**src/rtl/matvec_pkg.sv**
```systemverilog
// Shared types and arithmetic helpers for the streaming matrix-vector engine.
// Holds the job state encoding and the scale/narrow rule applied to every result.
package matvec_pkg;

    typedef enum logic [1:0] {
        IDLE  = 2'd0,
        RUN   = 2'd1,
        DRAIN = 2'd2
    } state_t;

    function automatic int accw(input int dw, input int n);
        return 2 * dw + $clog2(n);
    endfunction

    // Floor-shift then clamp or wrap; the caller keeps the low dw bits.
    function automatic logic signed [63:0] narrow(
        input logic signed [63:0] sum,
        input int                 shift,
        input bit                 sat,
        input int                 dw
    );
        logic signed [63:0] sh;
        logic signed [63:0] maxv;
        logic signed [63:0] minv;
        sh   = sum >>> shift;
        maxv = (64'sd1 <<< (dw - 1)) - 64'sd1;
        minv = -(64'sd1 <<< (dw - 1));
        if (sat && (sh > maxv)) begin
            return maxv;
        end else if (sat && (sh < minv)) begin
            return minv;
        end
        return sh;
    endfunction

endpackage

```
**src/rtl/matvec_dot.sv**
```systemverilog
// Two-stage dot product: N signed multipliers, then adder tree plus narrowing.
// Latency 2 cycles from in_valid to out_valid.
// Backpressure: every register (data, valid, tag) holds while en is low.
module matvec_dot
    import matvec_pkg::*;
#(
    parameter int N     = 16,
    parameter int DW    = 8,
    parameter int SHIFT = 0,
    parameter int SAT   = 1
) (
    input  logic                  clk,
    input  logic                  reset,
    input  logic                  en,
    input  logic                  in_valid,
    input  logic [$clog2(N)-1:0]  in_row,
    input  logic                  in_last,
    input  logic [N*DW-1:0]       row_data,
    input  logic [N*DW-1:0]       vec_data,
    output logic                  out_valid,
    output logic [DW-1:0]         out_data,
    output logic [$clog2(N)-1:0]  out_row,
    output logic                  out_last
);
    localparam int ACCW = accw(DW, N);
    localparam int RW   = $clog2(N);
    localparam int PW   = 2 * DW;

    typedef struct packed {
        logic          last;
        logic [RW-1:0] row;
    } tag_t;

    logic signed [PW-1:0] a_ext [N];
    logic signed [PW-1:0] b_ext [N];
    logic signed [PW-1:0] prod_q [N];
    logic                 s1_vld_q;
    tag_t                 s1_tag_q;
    logic                 s2_vld_q;
    tag_t                 s2_tag_q;
    logic [DW-1:0]        res_q;
    logic signed [ACCW-1:0] sum;
    logic signed [63:0]   scaled;
    logic                 unused_hi;

    // Operands are widened first so the multiply is evaluated at product width.
    always_comb begin
        for (int j = 0; j < N; j++) begin
            a_ext[j] = {{DW{row_data[j*DW+DW-1]}}, row_data[j*DW +: DW]};
            b_ext[j] = {{DW{vec_data[j*DW+DW-1]}}, vec_data[j*DW +: DW]};
        end
    end

    always_ff @(posedge clk or posedge reset) begin
        if (reset) begin
            s1_vld_q <= 1'b0;
            s1_tag_q <= '0;
            for (int j = 0; j < N; j++) begin
                prod_q[j] <= '0;
            end
        end else if (en) begin
            s1_vld_q <= in_valid;
            s1_tag_q <= '{last: in_last, row: in_row};
            for (int j = 0; j < N; j++) begin
                prod_q[j] <= a_ext[j] * b_ext[j];
            end
        end
    end

    always_comb begin
        sum = '0;
        for (int j = 0; j < N; j++) begin
            sum = sum + {{(ACCW-PW){prod_q[j][PW-1]}}, prod_q[j]};
        end
    end

    assign scaled    = narrow({{(64-ACCW){sum[ACCW-1]}}, sum}, SHIFT, SAT != 0, DW);
    assign unused_hi = ^scaled[63:DW];

    always_ff @(posedge clk or posedge reset) begin
        if (reset) begin
            s2_vld_q <= 1'b0;
            s2_tag_q <= '0;
            res_q    <= '0;
        end else if (en) begin
            s2_vld_q <= s1_vld_q;
            if (s1_vld_q) begin
                s2_tag_q <= s1_tag_q;
                res_q    <= scaled[DW-1:0];
            end
        end
    end

    assign out_valid = s2_vld_q;
    assign out_data  = res_q;
    assign out_row   = s2_tag_q.row;
    assign out_last  = s2_tag_q.last;

endmodule

```
**src/rtl/matvec_stream_engine.sv**
```systemverilog
// Streaming C = A*B: vector loaded once per job, then N rows give N results.
// Latency 2 cycles row-to-result, 1 row/cycle; a stalled result freezes the pipe
// and drops row_ready, so at most 2 rows are ever in flight.
module matvec_stream_engine
    import matvec_pkg::*;
#(
    parameter int N     = 16,
    parameter int DW    = 8,
    parameter int SHIFT = 0,
    parameter int SAT   = 1
) (
    input  logic                  clk,
    input  logic                  reset,
    input  logic                  vec_valid,
    input  logic [N*DW-1:0]       vec_data,
    output logic                  vec_ready,
    input  logic                  row_valid,
    input  logic [N*DW-1:0]       row_data,
    output logic                  row_ready,
    output logic                  out_valid,
    output logic [DW-1:0]         out_data,
    output logic [$clog2(N)-1:0]  out_row,
    output logic                  out_last,
    input  logic                  out_ready,
    output logic                  done
);
    localparam int RW = $clog2(N);

    state_t          state_q;
    state_t          state_d;
    logic [N*DW-1:0] vec_q;
    logic [RW-1:0]   row_cnt_q;
    logic            stage_en;
    logic            vec_hs;
    logic            row_hs;
    logic            row_is_last;

    assign stage_en    = !(out_valid && !out_ready);
    assign vec_hs      = vec_valid && vec_ready;
    assign row_hs      = row_valid && row_ready;
    assign row_is_last = (row_cnt_q == RW'(N - 1));

    always_ff @(posedge clk or posedge reset) begin
        if (reset) begin
            state_q <= IDLE;
        end else begin
            state_q <= state_d;
        end
    end

    always_comb begin
        state_d   = state_q;
        vec_ready = 1'b0;
        row_ready = 1'b0;
        done      = 1'b0;
        case (state_q)
            IDLE: begin
                vec_ready = 1'b1;
                if (vec_valid) begin
                    state_d = RUN;
                end
            end
            RUN: begin
                row_ready = stage_en;
                if (row_valid && stage_en && row_is_last) begin
                    state_d = DRAIN;
                end
            end
            DRAIN: begin
                if (out_valid && out_ready && out_last) begin
                    done    = 1'b1;
                    state_d = IDLE;
                end
            end
            default: state_d = IDLE;
        endcase
    end

    always_ff @(posedge clk or posedge reset) begin
        if (reset) begin
            vec_q     <= '0;
            row_cnt_q <= '0;
        end else if (vec_hs) begin
            vec_q     <= vec_data;
            row_cnt_q <= '0;
        end else if (row_hs) begin
            row_cnt_q <= row_cnt_q + 1'b1;
        end
    end

    matvec_dot #(
        .N     (N),
        .DW    (DW),
        .SHIFT (SHIFT),
        .SAT   (SAT)
    ) u_dot (
        .clk       (clk),
        .reset     (reset),
        .en        (stage_en),
        .in_valid  (row_hs),
        .in_row    (row_cnt_q),
        .in_last   (row_is_last),
        .row_data  (row_data),
        .vec_data  (vec_q),
        .out_valid (out_valid),
        .out_data  (out_data),
        .out_row   (out_row),
        .out_last  (out_last)
    );

endmodule

```
**config.mk**
```make
export PLATFORM = sky130hd
export DESIGN_NAME = matvec_stream_engine
export DESIGN_NICKNAME = d
export VERILOG_FILES = /design/src/rtl/matvec_pkg.sv /design/src/rtl/matvec_dot.sv /design/src/rtl/matvec_stream_engine.sv
export SDC_FILE = /design/constraint.sdc
export NUM_CORES = 2
export LEC_CHECK = 0
export CAP_MARGIN = 30
export CORE_UTILIZATION = 40
export DETAILED_ROUTE_END_ITERATION = 8
export HOLD_SLACK_MARGIN = 0.1
export SYNTH_ARGS = -nofsm -noshare
export SYNTH_HDL_FRONTEND = slang
export SYNTH_SLANG_ARGS = --single-unit
```
**constraint.sdc**
```tcl
create_clock -name clk -period 24.2 [get_ports clk]
set_input_delay 3.63 -clock clk [delete_from_list [all_inputs] [get_ports clk]]
set_output_delay 3.63 -clock clk [all_outputs]
set_load 0.05 [all_outputs]
```
* Yosys cells after proc, flatten, opt, wreduce, memory -nomap -nowiden
Index checks and enable logic that the tools add are counted. W data, S select, Z words.
Operators by class: multiply operators 16, add/sub/neg operators 16, order comparisons 2, reductions and logical operators 13, muxes and demuxes 15, divide/modulo/power cells 0, bitwise operators 1, eq/ne operators 6, shifts and indexed selects 0
Operators with widths (count):
- $add A20 B20 Y20 | 14
- $mul A8 B8 Y16 | 16
- $mux W8 | 3
- $gt A20 B8 Y1 const B | 1
- $lt A20 B8 Y1 const B | 1
- $add A16 B16 Y17 | 1
- $mux W4 | 2
- $logic_and A1 B1 Y1 | 7
- $mux W1 | 6
- $mux W2 | 3
- $ne A2 B2 Y1 const B | 3
- $pmux W2 S3 | 1
- $add A4 B1 Y4 const B | 1
- $eq A4 B4 Y1 const B | 1
- $reduce_and A3 Y1 | 1
- $eq A2 B1 Y1 const B | 1
- $eq A2 B2 Y1 const B | 1
- $logic_not A1 Y1 | 2
- $logic_not A2 Y1 | 1
- $reduce_and A2 Y1 | 1
- $reduce_bool A2 Y1 | 1
- $not A1 Y1 | 1
Word-level totals: bits in writable memories 0, latch bits 0, memories kept 0, input bits 261, word-level logic and storage cells 95, bits in registers 410, memory bits (read-only) 0

* Longest topological paths before layout
depth after elaboration 19, depth in mapped cells 30, depth with buffers taken out 29

* Modules after synthesis
From an unflattened synthesis, not the netlist that was laid out.
Unflattened totals: cell total of the unflattened synthesis 6142, area total of the unflattened synthesis 61008.5 sq um
By module, submodules not included:
- matvec_dot | area an instance 55532.0 sq um, times used 1, cells an instance 5834, seq. area each 6906.6 sq um
- matvec_stream_engine | area an instance 5476.5 sq um, times used 1, cells an instance 308, seq. area each 3353.2 sq um

* Least setup slack after synthesis
No wires, ideal clock.
kind input port to output port, start in out_ready, end out row_ready, data arrival time 4.926 ns, slack 15.644 ns, buffers on the path 3, stages on the path 5, cells stage by stage nor2b_1 clkbuf_1 clkbuf_1 buf_1 nor2_1
On the way: word-level cells in the longest chain between the ends 4
Ends and longest elaborated chain:
- start, declared | RTL line matvec_stream_engine.sv:24 | input logic out_ready,
- $logic_not A1 Y1 | RTL line matvec_stream_engine.sv:38 | assign stage_en = !(out_valid && !out_ready);
- $logic_and A1 B1 Y1 | RTL line matvec_stream_engine.sv:38
- $logic_not A1 Y1 | RTL line matvec_stream_engine.sv:38
- $mux W1 | RTL line matvec_stream_engine.sv:56 | case (state_q)
- end, declared | RTL line matvec_stream_engine.sv:19 | output logic row_ready,
No other way between the ends.

* Final worst setup path
Same ends and word-level chain as after synthesis.

==> qor.csv <==
stage;metric;value;unit
sta;max_freq;108;MHz
placed_design;placed_area;65700;µm²
sta;maxSlewHeadroom;0.344;
routing;wl;144;mm
synthesis;postSynthAreaPerCell;9.63;µm²
layout;multi_input_area;44900;µm²
synthesis;synth-seq-cells;410;
setup_path;crit_fanout;28;
routing;ant_nets;0;
sta;post-route-worst-setup-slack;14.98;ns
synthesis;syn_nets;8172;
synthesis;synthAdderAreaFrac;0.466;
sta;slew_violations;0;
clock_tree;cts.htree.levels;2;
layout;fillCellCount;14500;
synthesis;yosys.area_share.simple;0.154;
clock_tree;root_buffer;clkbuf_16;
setup_path;reg2reg_from;u_dot.prod_q[240];
floorplan;rows;142;
status;status;finished clean;
clock_tree;cts_tree;built;
sta;post-route-period-util;0.381;
placed_design;place.gp.congestion;0.863;
floorplan;pin_count;278;
sta;hold_violations;0;
setup_path;crit_arrival;5.59;ns
synthesis;synth_top_family_by_area;adder cells;
setup_path;worst-endpoint-required;20.57;ns
floorplan;core_area;150000;µm²
clock_tree;clk_latency;0.68;ns
sta;min_period;9.22;ns
flow_run;maxCapViolCount;0;
clock_tree;cts_buffers;58;
setup_path;start_kind;input pin;
layout;drive_gt1_frac;0.0399;
setup_path;r2r_cells;28;
floorplan;die_h;392;µm
layout;stdcell_area;67800;µm²
clock_tree;clock_sinks;410;
synthesis;synth-xor-area-share;0.0327;
sta;fin_worst_skew;0.0202;ns
global_route;antenna_found_initial;4;
clock_tree;cts.clk_slew.worst_paths;0.06;ns
layout;final_util;0.451;
setup_path;r2r-end;u_dot.out_data[6];
synthesis;ys_seq_area_frac;0.169;
sta;rsz0062_at_grt;no;
layout;fin_nets;8405;
setup_path;ff2ff_setup_slack;15.90;ns
global_route;track_usage;0.198;
setup_path;endpoint_kind;output pin;
global_route;grt_pass1_wl;242;mm
sta;setup_violations;0;
routing;via_per_inst;4.88;
layout;area_growth;11.7;%
placed_design;dp_hpwl;121;mm
global_route;grt_max_degree;154;
global_route;grt_pass1_vias;45300;
placed_design;port-buffer-count;277;
floorplan;initial_core_util;0.404;
routing;firstDrtPassIters;5;
synthesis;synth.area.mux_share;0.0222;
clock_tree;cts_setup_buffers;0;
synthesis;syn_area;60700;µm²
layout;regArea;10300;µm²
synthesis;synth-async-reset-ratio;1.00;
synthesis;ys.flop_type;dfrtp_1;
clock_tree;cts_buffer_depth;3;
synthesis;synth_compound_area_frac;0.0638;
worst_hold_path;min_path_type;reg2reg;
floorplan;die_w;392;µm
synthesis;synth_cell_types;78;
sta;tns;0;ns
clock_tree;ctsResizeCount;0;
setup_path;startpoint;out_ready;
placed_design;pre_cts_ws;14.99;ns
routing;via_count;42000;
setup_path;crit_end;row_ready;
sta;tightest_slew;0.985;ns
global_route;overflow;0;
routing;first_iter_violations;1758;
synthesis;ys.warnings.count;0;
routing;wl_per_cell;16.7;µm
clock_tree;cts_hold_buffers;0;
synthesis;synth_edf_count;0;
setup_path;path_class;in2out;
synthesis;synth_cells;6308;
routing;route.detailed.drc;0;
floorplan;die-area;153000;µm²
[final cells by class]
class / count / area share
timing repair buffer: 291 / 0.0431
tap: 2016 / 0.0372
clock buffer: 81 / 0.0252
multi-input combinational: 4403 / 0.661
antenna: 4 / 0.000148
clock inverter: 29 / 0.00564
inverter: 1377 / 0.0763
sequential: 410 / 0.151
[per-layer routing]
metal / vias up / wire [µm] / GRT usage
met1: 21500 / 63300 / 0.264
li1: 19800 / - / -
met5: - / 13 / 0
met4: 2 / 2790 / 0.0445
met3: 130 / 4810 / 0.0192
met2: 558 / 73000 / 0.347
[how the worst min path moves through the flow]
stage	slack, ns	depth (start not counted)	end	start
after floorplan	0.43	2	u_dot.s1_tag_q[0]	u_dot.s1_tag_q[0]
after CTS	0.47	2	u_dot.s1_tag_q[3]	u_dot.s1_tag_q[3]
after detailed placement	0.46	2	u_dot.s1_tag_q[3]	u_dot.s1_tag_q[3]
after global routing	0.50	2	u_dot.s1_tag_q[1]	u_dot.s1_tag_q[1]
final	0.47	2	u_dot.s1_tag_q[2]	u_dot.s1_tag_q[2]
after global placement	0.45	2	u_dot.s1_tag_q[3]	u_dot.s1_tag_q[3]
[state kept, by name, summed over array words and instances (netlist names)]
signal,flops
u_dot.s1_tag_q,5
u_dot.out_row,4
row_cnt_q,4
u_dot.out_last,1
u_dot.out_data,8
u_dot.prod_q,256
vec_q,128
state_q,2
u_dot.out_valid,1
u_dot.s1_vld_q,1
[synth_stat cells, drive strengths merged (43+ instances only)]
cell / number / area [µm²]
nand2: 618 / 2320
nand2b: 115 / 719
nor2: 255 / 965
ha: 505 / 6320
a21boi: 43 / 323
nand3: 54 / 270
inv: 1377 / 5170
xor2: 70 / 613
and2: 598 / 3740
clkbuf: 99 / 382
o31ai: 69 / 532
fa: 1098 / 22000
xnor2: 156 / 1370
dfrtp: 410 / 10300
nor3: 48 / 240
o21ai: 168 / 852
a21oi: 188 / 945
mux2: 119 / 1340
[layout by cell type, fill, tap and decap left out, drive strengths merged, types with 33 or more instances in the layout]
cell	Yosys	routed
mux2	119	119
clkbuf	99	81
o21ai	168	168
xnor2	156	156
nor3	48	48
nand2b	115	115
nand2	618	618
a21boi	43	43
ha	505	505
dfrtp	410	410
nand3b	33	33
o31ai	69	69
nor3b	33	33
xor2	70	70
nand3	54	54
and2	598	598
clkdlybuf4s50	0	277
a21oi	188	188
fa	1098	1098
inv	1377	1381
nor2	255	255
[critical path, cell delays in order]
cell             delay, ns
clkdlybuf4s50_1       0.49
nor2b_4               0.62
nor2_1                0.12
clkdlybuf4s50_1       0.73
[logic make-up after synthesis]
group | Yosys count
XOR/XNOR | 226
AND/OR/NAND/NOR | 1842
buffers and inverters | 1495
flip-flops | 410
AO/OA/AOI/OAI | 612
adder cells (fa/ha/maj) | 1603
multiplexers | 120
[through the flow]
| step | instances | hold WS, ns |
|---|---|---|
| floorplan | 6308 | 0.433 |
| global placement | 8496 | 0.452 |
| detailed placement | 8496 | 0.458 |
| CTS | 8606 | 0.474 |
| global route | 8610 | 0.496 |
| finish | 8611 | 0.473 |
Power is left out: the tool's default activity adds up to more than one toggle a clock period on the data nets, which glitch-free logic cannot reach.
